**src/rtl/shift_seq_counter.sv**
```systemverilog
// Shift-register sequence counter (ring or Johnson), configurable width and direction.
// Latency: q/wrap/err update 1 edge after en/load/clr_err; qbar/idx/illegal are combinational from q.
// No backpressure: en advances one step per edge, load overrides en, an illegal code recovers to the reset value.
module shift_seq_counter #(
  parameter int WIDTH = 4,
  parameter int MODE  = 1,
  localparam int N    = (MODE != 0) ? 2 * WIDTH : WIDTH,
  localparam int IDXW = $clog2(N)
) (
  input  logic             clk,
  input  logic             rst,
  input  logic             en,
  input  logic             dir,
  input  logic             load,
  input  logic [WIDTH-1:0] load_val,
  input  logic             clr_err,
  output logic [WIDTH-1:0] q,
  output logic [WIDTH-1:0] qbar,
  output logic [IDXW-1:0]  idx,
  output logic             wrap,
  output logic             illegal,
  output logic             err
);

  // One spare bit so popcount/transition counts never overflow.
  localparam int CW = IDXW + 1;

  // Ring resets to a single one in the MSB; Johnson resets to all zeros.
  localparam logic [WIDTH-1:0] RST_VAL = (MODE == 0) ? {1'b1, {(WIDTH-1){1'b0}}}
                                                     : {WIDTH{1'b0}};
  localparam logic [IDXW-1:0]  IDX_LAST = IDXW'(N - 1);

  logic [WIDTH-1:0] r_q;
  logic             r_wrap;
  logic             r_err;

  logic [CW-1:0]    w_pop;
  logic [CW-1:0]    w_trans;
  logic [IDXW-1:0]  w_ring_idx;
  logic [IDXW-1:0]  w_john_idx;
  logic [IDXW-1:0]  w_idx;
  logic             w_illegal;
  logic             w_fb_fwd;
  logic             w_fb_rev;
  logic [WIDTH-1:0] w_fwd;
  logic [WIDTH-1:0] w_rev;
  logic             w_recover;

  // Count set bits and adjacent-bit transitions; a Johnson code has at most one transition.
  always_comb begin
    w_pop   = '0;
    w_trans = '0;
    for (int i = 0; i < WIDTH; i++) begin
      w_pop = w_pop + CW'(r_q[i]);
    end
    for (int i = 0; i < WIDTH - 1; i++) begin
      w_trans = w_trans + CW'(r_q[i+1] ^ r_q[i]);
    end
  end

  // Ring index: position of the set bit counted from the MSB.
  always_comb begin
    w_ring_idx = '0;
    for (int i = 0; i < WIDTH; i++) begin
      if (r_q[i]) begin
        w_ring_idx = IDXW'(WIDTH - 1 - i);
      end
    end
  end

  // Johnson index: filling phase (MSB set) counts ones, draining phase counts down from 2W.
  always_comb begin
    if (r_q == '0) begin
      w_john_idx = '0;
    end else if (r_q[WIDTH-1]) begin
      w_john_idx = w_pop[IDXW-1:0];
    end else begin
      w_john_idx = IDXW'(2 * WIDTH) - w_pop[IDXW-1:0];
    end
  end

  // Legality, decoded index and next-state candidates for both directions.
  always_comb begin
    w_illegal = (MODE != 0) ? (w_trans > CW'(1)) : (w_pop != CW'(1));
    if (w_illegal) begin
      w_idx = '0;
    end else if (MODE != 0) begin
      w_idx = w_john_idx;
    end else begin
      w_idx = w_ring_idx;
    end
    w_fb_fwd  = (MODE != 0) ? ~r_q[0] : r_q[0];
    w_fb_rev  = (MODE != 0) ? ~r_q[WIDTH-1] : r_q[WIDTH-1];
    w_fwd     = {w_fb_fwd, r_q[WIDTH-1:1]};
    w_rev     = {r_q[WIDTH-2:0], w_fb_rev};
    w_recover = !load && en && w_illegal;
  end

  // State register: load > recovery > step > hold; wrap flags the step that crosses the N-1/0 boundary.
  always_ff @(posedge clk or posedge rst) begin
    if (rst) begin
      r_q    <= RST_VAL;
      r_wrap <= 1'b0;
      r_err  <= 1'b0;
    end else begin
      r_wrap <= 1'b0;
      if (load) begin
        r_q <= load_val;
      end else if (en && w_illegal) begin
        r_q <= RST_VAL;
      end else if (en) begin
        r_q    <= dir ? w_rev : w_fwd;
        r_wrap <= dir ? (w_idx == '0) : (w_idx == IDX_LAST);
      end
      // A recovery on the same edge as clr_err leaves err set.
      if (w_recover) begin
        r_err <= 1'b1;
      end else if (clr_err) begin
        r_err <= 1'b0;
      end
    end
  end

  assign q       = r_q;
  assign qbar    = ~r_q;
  assign idx     = w_idx;
  assign wrap    = r_wrap;
  assign illegal = w_illegal;
  assign err     = r_err;

endmodule

```
**config.mk**
```make
export PLATFORM = sky130hd
export DESIGN_NAME = shift_seq_counter
export DESIGN_NICKNAME = d
export VERILOG_FILES = /design/src/rtl/shift_seq_counter.sv
export SDC_FILE = /design/constraint.sdc
export NUM_CORES = 1
export LEC_CHECK = 0
export BUFFER_PORTS_ARGS = -buffer_cell sky130_fd_sc_hd__buf_2
export CAP_MARGIN = 20
export CORE_MARGIN = 3
export CORE_UTILIZATION = 35
export CTS_BUF_LIST = sky130_fd_sc_hd__clkbuf_4 sky130_fd_sc_hd__clkbuf_8 sky130_fd_sc_hd__clkbuf_16
export DETAILED_ROUTE_END_ITERATION = 8
export GPL_TIMING_DRIVEN = 0
export HOLD_SLACK_MARGIN = 0.03
export MAX_ROUTING_LAYER = met4
export PLACE_DENSITY = 0.66
export SETUP_SLACK_MARGIN = 0.3
export SLEW_MARGIN = 20
export SYNTH_ARGS = -nofsm -noshare
export SYNTH_HDL_FRONTEND = slang
export SYNTH_SLANG_ARGS = --single-unit
```
**constraint.sdc**
```tcl
create_clock -name clk -period 2.5 [get_ports clk]
set_input_delay 0.25 -clock clk [delete_from_list [all_inputs] [get_ports clk]]
set_output_delay 0.25 -clock clk [all_outputs]
set_load 0.005 [all_outputs]
```
==> results_dict.tcl, run 1 <==
set metrics [dict create \
    leakagePower_nw 0.379 \
    end_kind "flip-flop" \
    synthesis.nets 78 \
    row_count 13 \
    syn_area_per_cell_um2 8.47 \
    hp-class "input pin to flip-flop" \
    grt_max_degree 11 \
    clock-sinks 6 \
    period_needed_ns 2.70 \
    die_x_um 44.4 \
    maxCapViolCount 0 \
    grt_pass1_wl_mm 2.15 \
    ys_warn_count 0 \
    setup_slack_ns -0.202 \
    grt_pass1_vias 510 \
    place_inst 97 \
    fillers 122 \
    fin_util_pct 59.5 \
    setup_viol 3 \
    layoutNonFillerInstCount 106 \
    ant_nets 0 \
    min_period_over_period_pct 108 \
    cts-htree-levels 1 \
    io-pin-count 24 \
    nets 110 \
    fin_worst_skew_ns 0.00170 \
    start_util_pct 38.3 \
    cts-buffers-inserted 3 \
    rsz0062_at_grt "true" \
    crit_type "flip-flop to flip-flop" \
    synthCells 61 \
    core_region_area_mm2 0.00135 \
    die_area_mm2 0.00197 \
    vias 533 \
    relSlewSlack_pct 72.7 \
    antenna_found_initial 0 \
    insertion_delay_ns 0.24 \
    die_h_um 44.4 \
    cts_buffer_depth 2 \
    root_buffer "clkbuf_4" \
    globalplace.congestion 0.746 \
    slew_violations 0 \
    ys_types 22 \
    synthesis.area_um2 517 \
    dp_hpwl_um 950 \
    start_kind "flip-flop" \
    p_per_area_mw_per_mm2 819 \
    area_growth_pct 55.4 \
    layout_commonest_cell "buf_2" \
    layout_common_cells "21 x buf_2, 9 x inv_1, 7 x buf_4" \
    path_max_fanout 2 \
    drt_first_pass_iters 4 \
    p_total_uw 658 \
    crit_arrival_ns 2.85 \
    io_buffers 21 \
    wl_per_cell_um 12.5 \
    ir_worst_vdd_mv 0.485 \
    seqCellArea_um2 154 \
    synth-seq-area-share_pct 29.1 \
    holdWs_ns 0.199 \
    worst_pin_slew_ns 0.407 \
    clk_pin_slew_worst_paths_ns 0.04 \
    grt_overflow_total 0 \
    final_hold_viol_count 0 \
    drt_iter0_markers 18 \
    cts_tree "done" \
    multi_input_area_um2 395 \
    status "complete, but fails checks" \
    antenna_cells 0 \
    vias_per_cell 5.03 \
    violations "setup timing" \
    drt-total-wl_mm 1.32 \
    grt_util_all_layers_pct 15.5 \
    required_ns 2.65 \
    fmax_mhz 370 \
    drc 0 \
    ys_ff_latch 6 \
    drive_gt1_share_pct 47.3 \
]
==> area by class of cell <==
| type | instances | share of cell area (%) |
|---|---|---|
| repair buffers | 27 | 19.0 |
| well taps | 15 | 2.34 |
| inverters | 10 | 4.67 |
| plain buffers | 4 | 2.80 |
| multi-input cells | 41 | 49.2 |
| clock buffers | 3 | 2.80 |
| flip-flops and latches | 6 | 19.2 |
==> sequential cells by signal (all words and copies together) (netlist names) <==
signal  cells
q           4
err         1
wrap        1
==> stage by stage <==
step / TNS (ns) / setup WS, ns / instance area (um2)
final: -0.339 / -0.202 / 803
after global routing: -0.684 / -0.301 / 803
after CTS: -0.355 / -0.167 / 796
after detailed placement: -0.264 / -0.264 / 656
after global placement: -0.252 / -0.252 / 656
after floorplan: -0.146 / -0.146 / 532
==> timing repair <==
item,4_1_cts,5_1_grt
cloned,0,0
setup endpoints to repair,5,4
hold buffers,1,0
pin swaps,1,0
resized for setup,11,0
endpoints found under the hold margin,6,0
buffers inserted,4,1
==> critical path: stages, from the launching register on <==
cell and delay [ns]:
dfrtp_2 0.41, fa_1 0.49, ha_2 0.20, ha_4 0.27
inv_2 0.04, ha_4 0.26, mux2i_4 0.07, a2111oi_4 0.20
or4b_1 0.47, a31oi_1 0.19
==> synth_stat cells <==
library cell,n,area [um2]
a31oi_1,2,12.5
mux2i_1,3,30.0
nand4_1,1,6.26
o21ai_0,5,25.0
nor2_1,3,11.3
xor2_1,1,8.76
nand3b_1,1,7.51
or4b_1,1,10.0
buf_1,1,3.75
dfrtp_1,6,150
fa_1,1,20.0
ha_1,6,75.1
clkbuf_1,1,3.75
buf_4,2,15.0
a21oi_1,5,25.0
a2111oi_2,1,15.0
and2_1,1,6.26
inv_1,10,37.5
xnor2_1,1,8.76
o32ai_1,1,8.76
nand2_1,3,11.3
nor3_1,5,25.0
==> where the power goes <==
part	internal, mW	switching [mW]	leakage [nW]	total (mW)
clock network	0.0542	0.0339	0.0138	0.0881
logic	0.230	0.214	0.292	0.444
registers	0.113	0.0124	0.0730	0.125
==> kinds of logic after synthesis <==
family,count (synthesis),share of synthesized area (%)
compound gates,14,16.7
xor+xnor,2,3.39
fa+ha+maj,7,18.4
buf+inv,14,11.6
flops,6,29.1
mux,3,5.81
simple gates,15,15.0
==> path summary, 6_finish.rpt <==
path / startpoint / end / slack, ns / depth (start not counted)
max: q[0] / wrap / -0.20 / 9
max reg2reg: q[0] / wrap / -0.20 / 9
max in group asynchronous: rst / q[0] / 1.85 / 3
min reg2reg: err / err / 0.53 / 2
min in group asynchronous: rst / wrap / 0.45 / 3
min: clr_err / err / 0.20 / 2
==> per-layer routing <==
| metal | GRT usage [%] | up-vias | part of all wire [%] |
|---|---|---|---|
| li1 | - | 274 | - |
| met1 | 18.3 | 241 | 45 |
| met2 | 24.4 | 16 | 49 |
| met3 | 2.85 | 2 | 4.1 |
| met4 | 9.04 | 0 | 1.2 |
| met5 | - | - | 0 |
Power figures use the tool's default switching activity.
==> run 2, diff against run 1 <==
==> constraint.sdc (replaced) <==
create_clock -name clk -period 2.5 [get_ports clk]
set_input_delay 0.625 -clock clk [delete_from_list [all_inputs] [get_ports clk]]
set_output_delay 0.625 -clock clk [all_outputs]
set_load 0.005 [all_outputs]
==> results_dict.tcl, run 2 (synthesized netlist as in run 1, its figures left out) <==
set metrics [dict create \
    row_count 13 \
    drive_gt1_share_pct 63.3 \
    cts_buffer_depth 2 \
    final_area_um2 921 \
    layout_commonest_cell "buf_2" \
    drc 0 \
    slew_violations 0 \
    drt_first_pass_iters 4 \
    hp-class "input pin to asynchronous set/reset pin" \
    vias 575 \
    die_h_um 44.4 \
    critical-path-top-cell-by-count "ha_4" \
    grtUsageMet2_pct 22.4 \
    vias_per_cell 5.09 \
    cts-htree-levels 1 \
    wl_per_cell_um 12.7 \
    min_period_over_period_pct 118 \
    start_kind "flip-flop" \
    violations "setup timing" \
    largest_reg_flops 4 \
    antenna_found_initial 0 \
    cpMaxStageDelayCell "fa_1" \
    path_delay_family "adder cells" \
    nets 117 \
    r2r_start "q[3]" \
    p_total_uw 798 \
    antenna_cells 0 \
    grt_most_used_layer "met2" \
    crit_arrival_ns 2.33 \
    end_kind "output pin" \
    root_buffer "clkbuf_4" \
    p_per_area_mw_per_mm2 866 \
    final_hold_viol_count 0 \
    required_ns 1.88 \
    die_area_mm2 0.00197 \
    cpPeakStageDelay_ns 0.49 \
    grt_overflow_total 0 \
    grt_max_degree 11 \
    setup_slack_ns -0.455 \
    io_buffers 21 \
    cts-buffers-inserted 3 \
    ir_worst_vdd_mv 0.695 \
    use_met1_pct 21.7 \
    place_area_um2 682 \
    fin_worst_skew_ns 0.00132 \
    core_region_area_mm2 0.00135 \
    worst_pin_slew_ns 0.441 \
    globalplace.congestion 0.748 \
    cts_tree "done" \
    rsz0062_at_grt "true" \
    path_max_fanout 2 \
    insertion_delay_ns 0.23 \
    dp_hpwl_um 999 \
    status "complete, but fails checks" \
    grt_util_all_layers_pct 16.2 \
    drt_iter0_markers 14 \
    maxCapViolCount 0 \
    clock-sinks 6 \
    leakagePower_nw 0.425 \
    start_util_pct 38.3 \
    worstPathCellList "fa_1 -> ha_2 -> ha_4 -> inv_2 -> ha_4 -> mux2i_4 -> a2111oi_4 -> buf_2" \
    setup_tns_ns -1.30 \
    fin_util_pct 68.2 \
    ant_nets 0 \
    clk_pin_slew_worst_paths_ns 0.04 \
    crit_type "flip-flop to output pin" \
    crit_path_start "q[3]" \
    grt_pass1_wl_mm 2.27 \
    io-pin-count 24 \
    layout_common_cells "21 x buf_2, 11 x buf_4, 5 x o21ai_0, 5 x ha_4" \
    fmax_mhz 338 \
    period_needed_ns 2.96 \
    setup_viol 5 \
    ctsHoldBuffers 0 \
    met3_usage_pct 2.85 \
    die_x_um 44.4 \
    path_buf_inv 2 \
    pre_cts_ws_ns -0.304 \
    area_growth_pct 78.2 \
    relSlewSlack_pct 70.5 \
    drt-total-wl_mm 1.43 \
    grt_pass1_vias 538 \
]
## run 2: changes by cell type in the layout (fill, tap and decap cells not counted), sizes merged
cell,change
dlygate4sd3,-1
buf,+8
## run 2: worst paths after layout
kind / end / depth (start not counted) / slack [ns]
hold / removal: err / 2 / 0.29
max in group asynchronous: q[2] / 2 / 2.02
setup / recovery: idx[1] / 8 / -0.46
min in group clk: err / 2 / 0.55
hold reg to reg: err / 2 / 0.55
setup reg to reg: wrap / 12 / -0.41
## run 2: cell type report
cell class / instances / area, um2
Timing Repair Buffer: 34 / 221
Inverter: 10 / 47.5
Buffer: 4 / 22.5
Sequential cell: 6 / 155
Fill cell: 102 / 429
Clock buffer: 3 / 22.5
Tap cell: 15 / 18.8
Multi-Input combinational cell: 41 / 433
## run 2: repair_timing
action / in CTS / in global routing
resized for setup: 8 / 18
endpoints found under the setup margin: 5 / 5
setup buffers: 8 / 5
pin swaps: 3 / 5
## run 2: layer usage
metal | share of wire [%] | vias up
met2 | 52 | 16
met5 | 0 | -
li1 | - | 287
met3 | 3.3 | 0
met4 | 0 | 0
met1 | 45 | 272
## run 2: report_power, final
part           internal [mW]  switching (mW)  total [mW]
Sequential             0.113          0.0124       0.126
Clock                 0.0539          0.0297      0.0836
Combinational          0.329           0.259       0.588
Total                  0.497           0.301       0.798
## run 2: stage by stage
stage	hold slack [ns]	instances
after floorplan	0.416	61
after global placement	0.516	97
after detailed placement	0.539	97
after CTS	0.287	108
after global routing	0.300	113
final	0.286	113
==> run 3, diff against run 2 <==
- CAP_MARGIN: 20 -> not set
- GPL_ROUTABILITY_DRIVEN: not set -> 0
- PLACE_DENSITY: 0.66 -> 0.65
==> results_dict.tcl, run 3 (synthesized netlist as in run 1, its figures left out) <==
set metrics [dict create \
    status "complete, but fails checks" \
    violations "setup timing" \
    p_per_area_mw_per_mm2 877 \
    root_buffer "clkbuf_4" \
    final_area_um2 911 \
    grt_pass1_wl_mm 2.39 \
    relSlewSlack_pct 70.1 \
    fmax_mhz 340 \
    vias_per_cell 4.83 \
    io_buffers 21 \
    fillers 112 \
    antenna_found_initial 0 \
    ant_nets 0 \
    worst_pin_slew_ns 0.446 \
    drive_gt1_share_pct 62.2 \
    drt_first_pass_iters 4 \
    cts-buffers-inserted 3 \
    die_x_um 44.4 \
    cts_tree "done" \
    die_h_um 44.4 \
    hp-class "input pin to asynchronous set/reset pin" \
    place_area_um2 682 \
    setup_slack_ns -0.443 \
    min_period_over_period_pct 118 \
    area_growth_pct 76.3 \
    required_ns 1.88 \
    drt_iter0_markers 1 \
    crit_type "flip-flop to output pin" \
    antenna_cells 0 \
    layoutNonFillerInstCount 113 \
    cpPeakStageDelay_ns 0.49 \
    crit_arrival_ns 2.32 \
    insertion_delay_ns 0.23 \
    slew_violations 0 \
    end_kind "output pin" \
    cts-htree-levels 1 \
    leakagePower_nw 0.423 \
    start_util_pct 38.3 \
    place_inst 97 \
    maxCapViolCount 0 \
    p_total_uw 799 \
    holdWs_ns 0.293 \
    critical-path-top-cell-by-count "ha_4" \
    grt_pass1_vias 506 \
    cpMaxStageDelayCell "fa_1" \
    core_region_area_mm2 0.00135 \
    nets 117 \
    grt_max_degree 11 \
    row_count 13 \
    vias 546 \
    layout_common_cells "21 x buf_2, 11 x buf_4, 5 x o21ai_0, 5 x inv_2, 5 x ha_4" \
    fin_worst_skew_ns 0.00252 \
    ir_worst_vdd_mv 0.570 \
    path_max_fanout 2 \
    grt_overflow_total 0 \
    worstPathCellList "fa_1 -> ha_2 -> ha_4 -> inv_2 -> ha_4 -> mux2i_4 -> a2111oi_4 -> buf_2" \
    start_kind "flip-flop" \
    rsz0062_at_grt "true" \
    final_hold_viol_count 0 \
    grt_util_all_layers_pct 16.7 \
    die_area_mm2 0.00197 \
    drc 0 \
    io-pin-count 24 \
    layout_commonest_cell "buf_2" \
    clock-sinks 6 \
    wl_per_cell_um 13.0 \
    cts_buffer_depth 2 \
    largest_reg_flops 4 \
    setup_viol 4 \
    drt-total-wl_mm 1.46 \
    path_buf_inv 2 \
    period_needed_ns 2.94 \
    clk_pin_slew_worst_paths_ns 0.04 \
    path_delay_family "adder cells" \
    dp_hpwl_um 977 \
]
[run 3: changes by cell type in the layout (fill, tap and decap cells not counted)]
cell    delta
nor3_1     +1
inv_2      +2
nor3_2     -1
inv_4      -2
[run 3: metal layers]
layer	global-route usage [%]	vias to the layer above	part of all wire [%]	wire length, um
met4	5.42	0	0	0
met5	-	-	0	0
met3	1.63	0	3.9	57
li1	-	286	-	-
met1	22.1	248	46	673
met2	26.7	12	50	733
[run 3: area by class of cell]
class | count | area (um2) | share of cell area (%)
multi-input combinational | 41 | 428 | 47.0
sequential | 6 | 155 | 17.0
clock buffer | 3 | 22.5 | 2.47
timing repair buffer | 34 | 221 | 24.3
buffer | 4 | 22.5 | 2.47
inverter | 10 | 42.5 | 4.67
tap | 15 | 18.8 | 2.06
[run 3: path summary, 6_finish.rpt]
kind | start | to | slack (ns) | cells past startpoint
min reg2reg | err | err | 0.53 | 2
max in group asynchronous | rst | q[2] | 2.00 | 2
min | rst | err | 0.29 | 2
min in group clk | err | err | 0.53 | 2
max reg2reg | q[0] | wrap | -0.38 | 12
max | q[0] | idx[1] | -0.44 | 8
[run 3: timing repair]
item | 4_1_cts | 5_1_grt
setup buffers | 8 | 5
pin swaps | 3 | 9
setup endpoints to repair | 5 | 5
resized for setup | 8 | 15
hold buffers | 0 | 0
[run 3: report_power, final]
group / internal (mW) / switching, mW
logic: 0.330 / 0.260
clock network: 0.0539 / 0.0288
registers: 0.113 / 0.0124
total: 0.498 / 0.301
[run 3: metrics by stage]
stage,setup slack [ns],utilization (%),setup TNS [ns]
4_1_cts,-0.538,60.6,-1.52
6_report,-0.443,67.5,-1.19
5_1_grt,-0.529,67.5,-1.61
3_5_place_dp,-0.335,50.5,-0.807
2_1_floorplan,-0.133,-,-0.302
3_3_place_gp,-0.318,50.5,-0.790
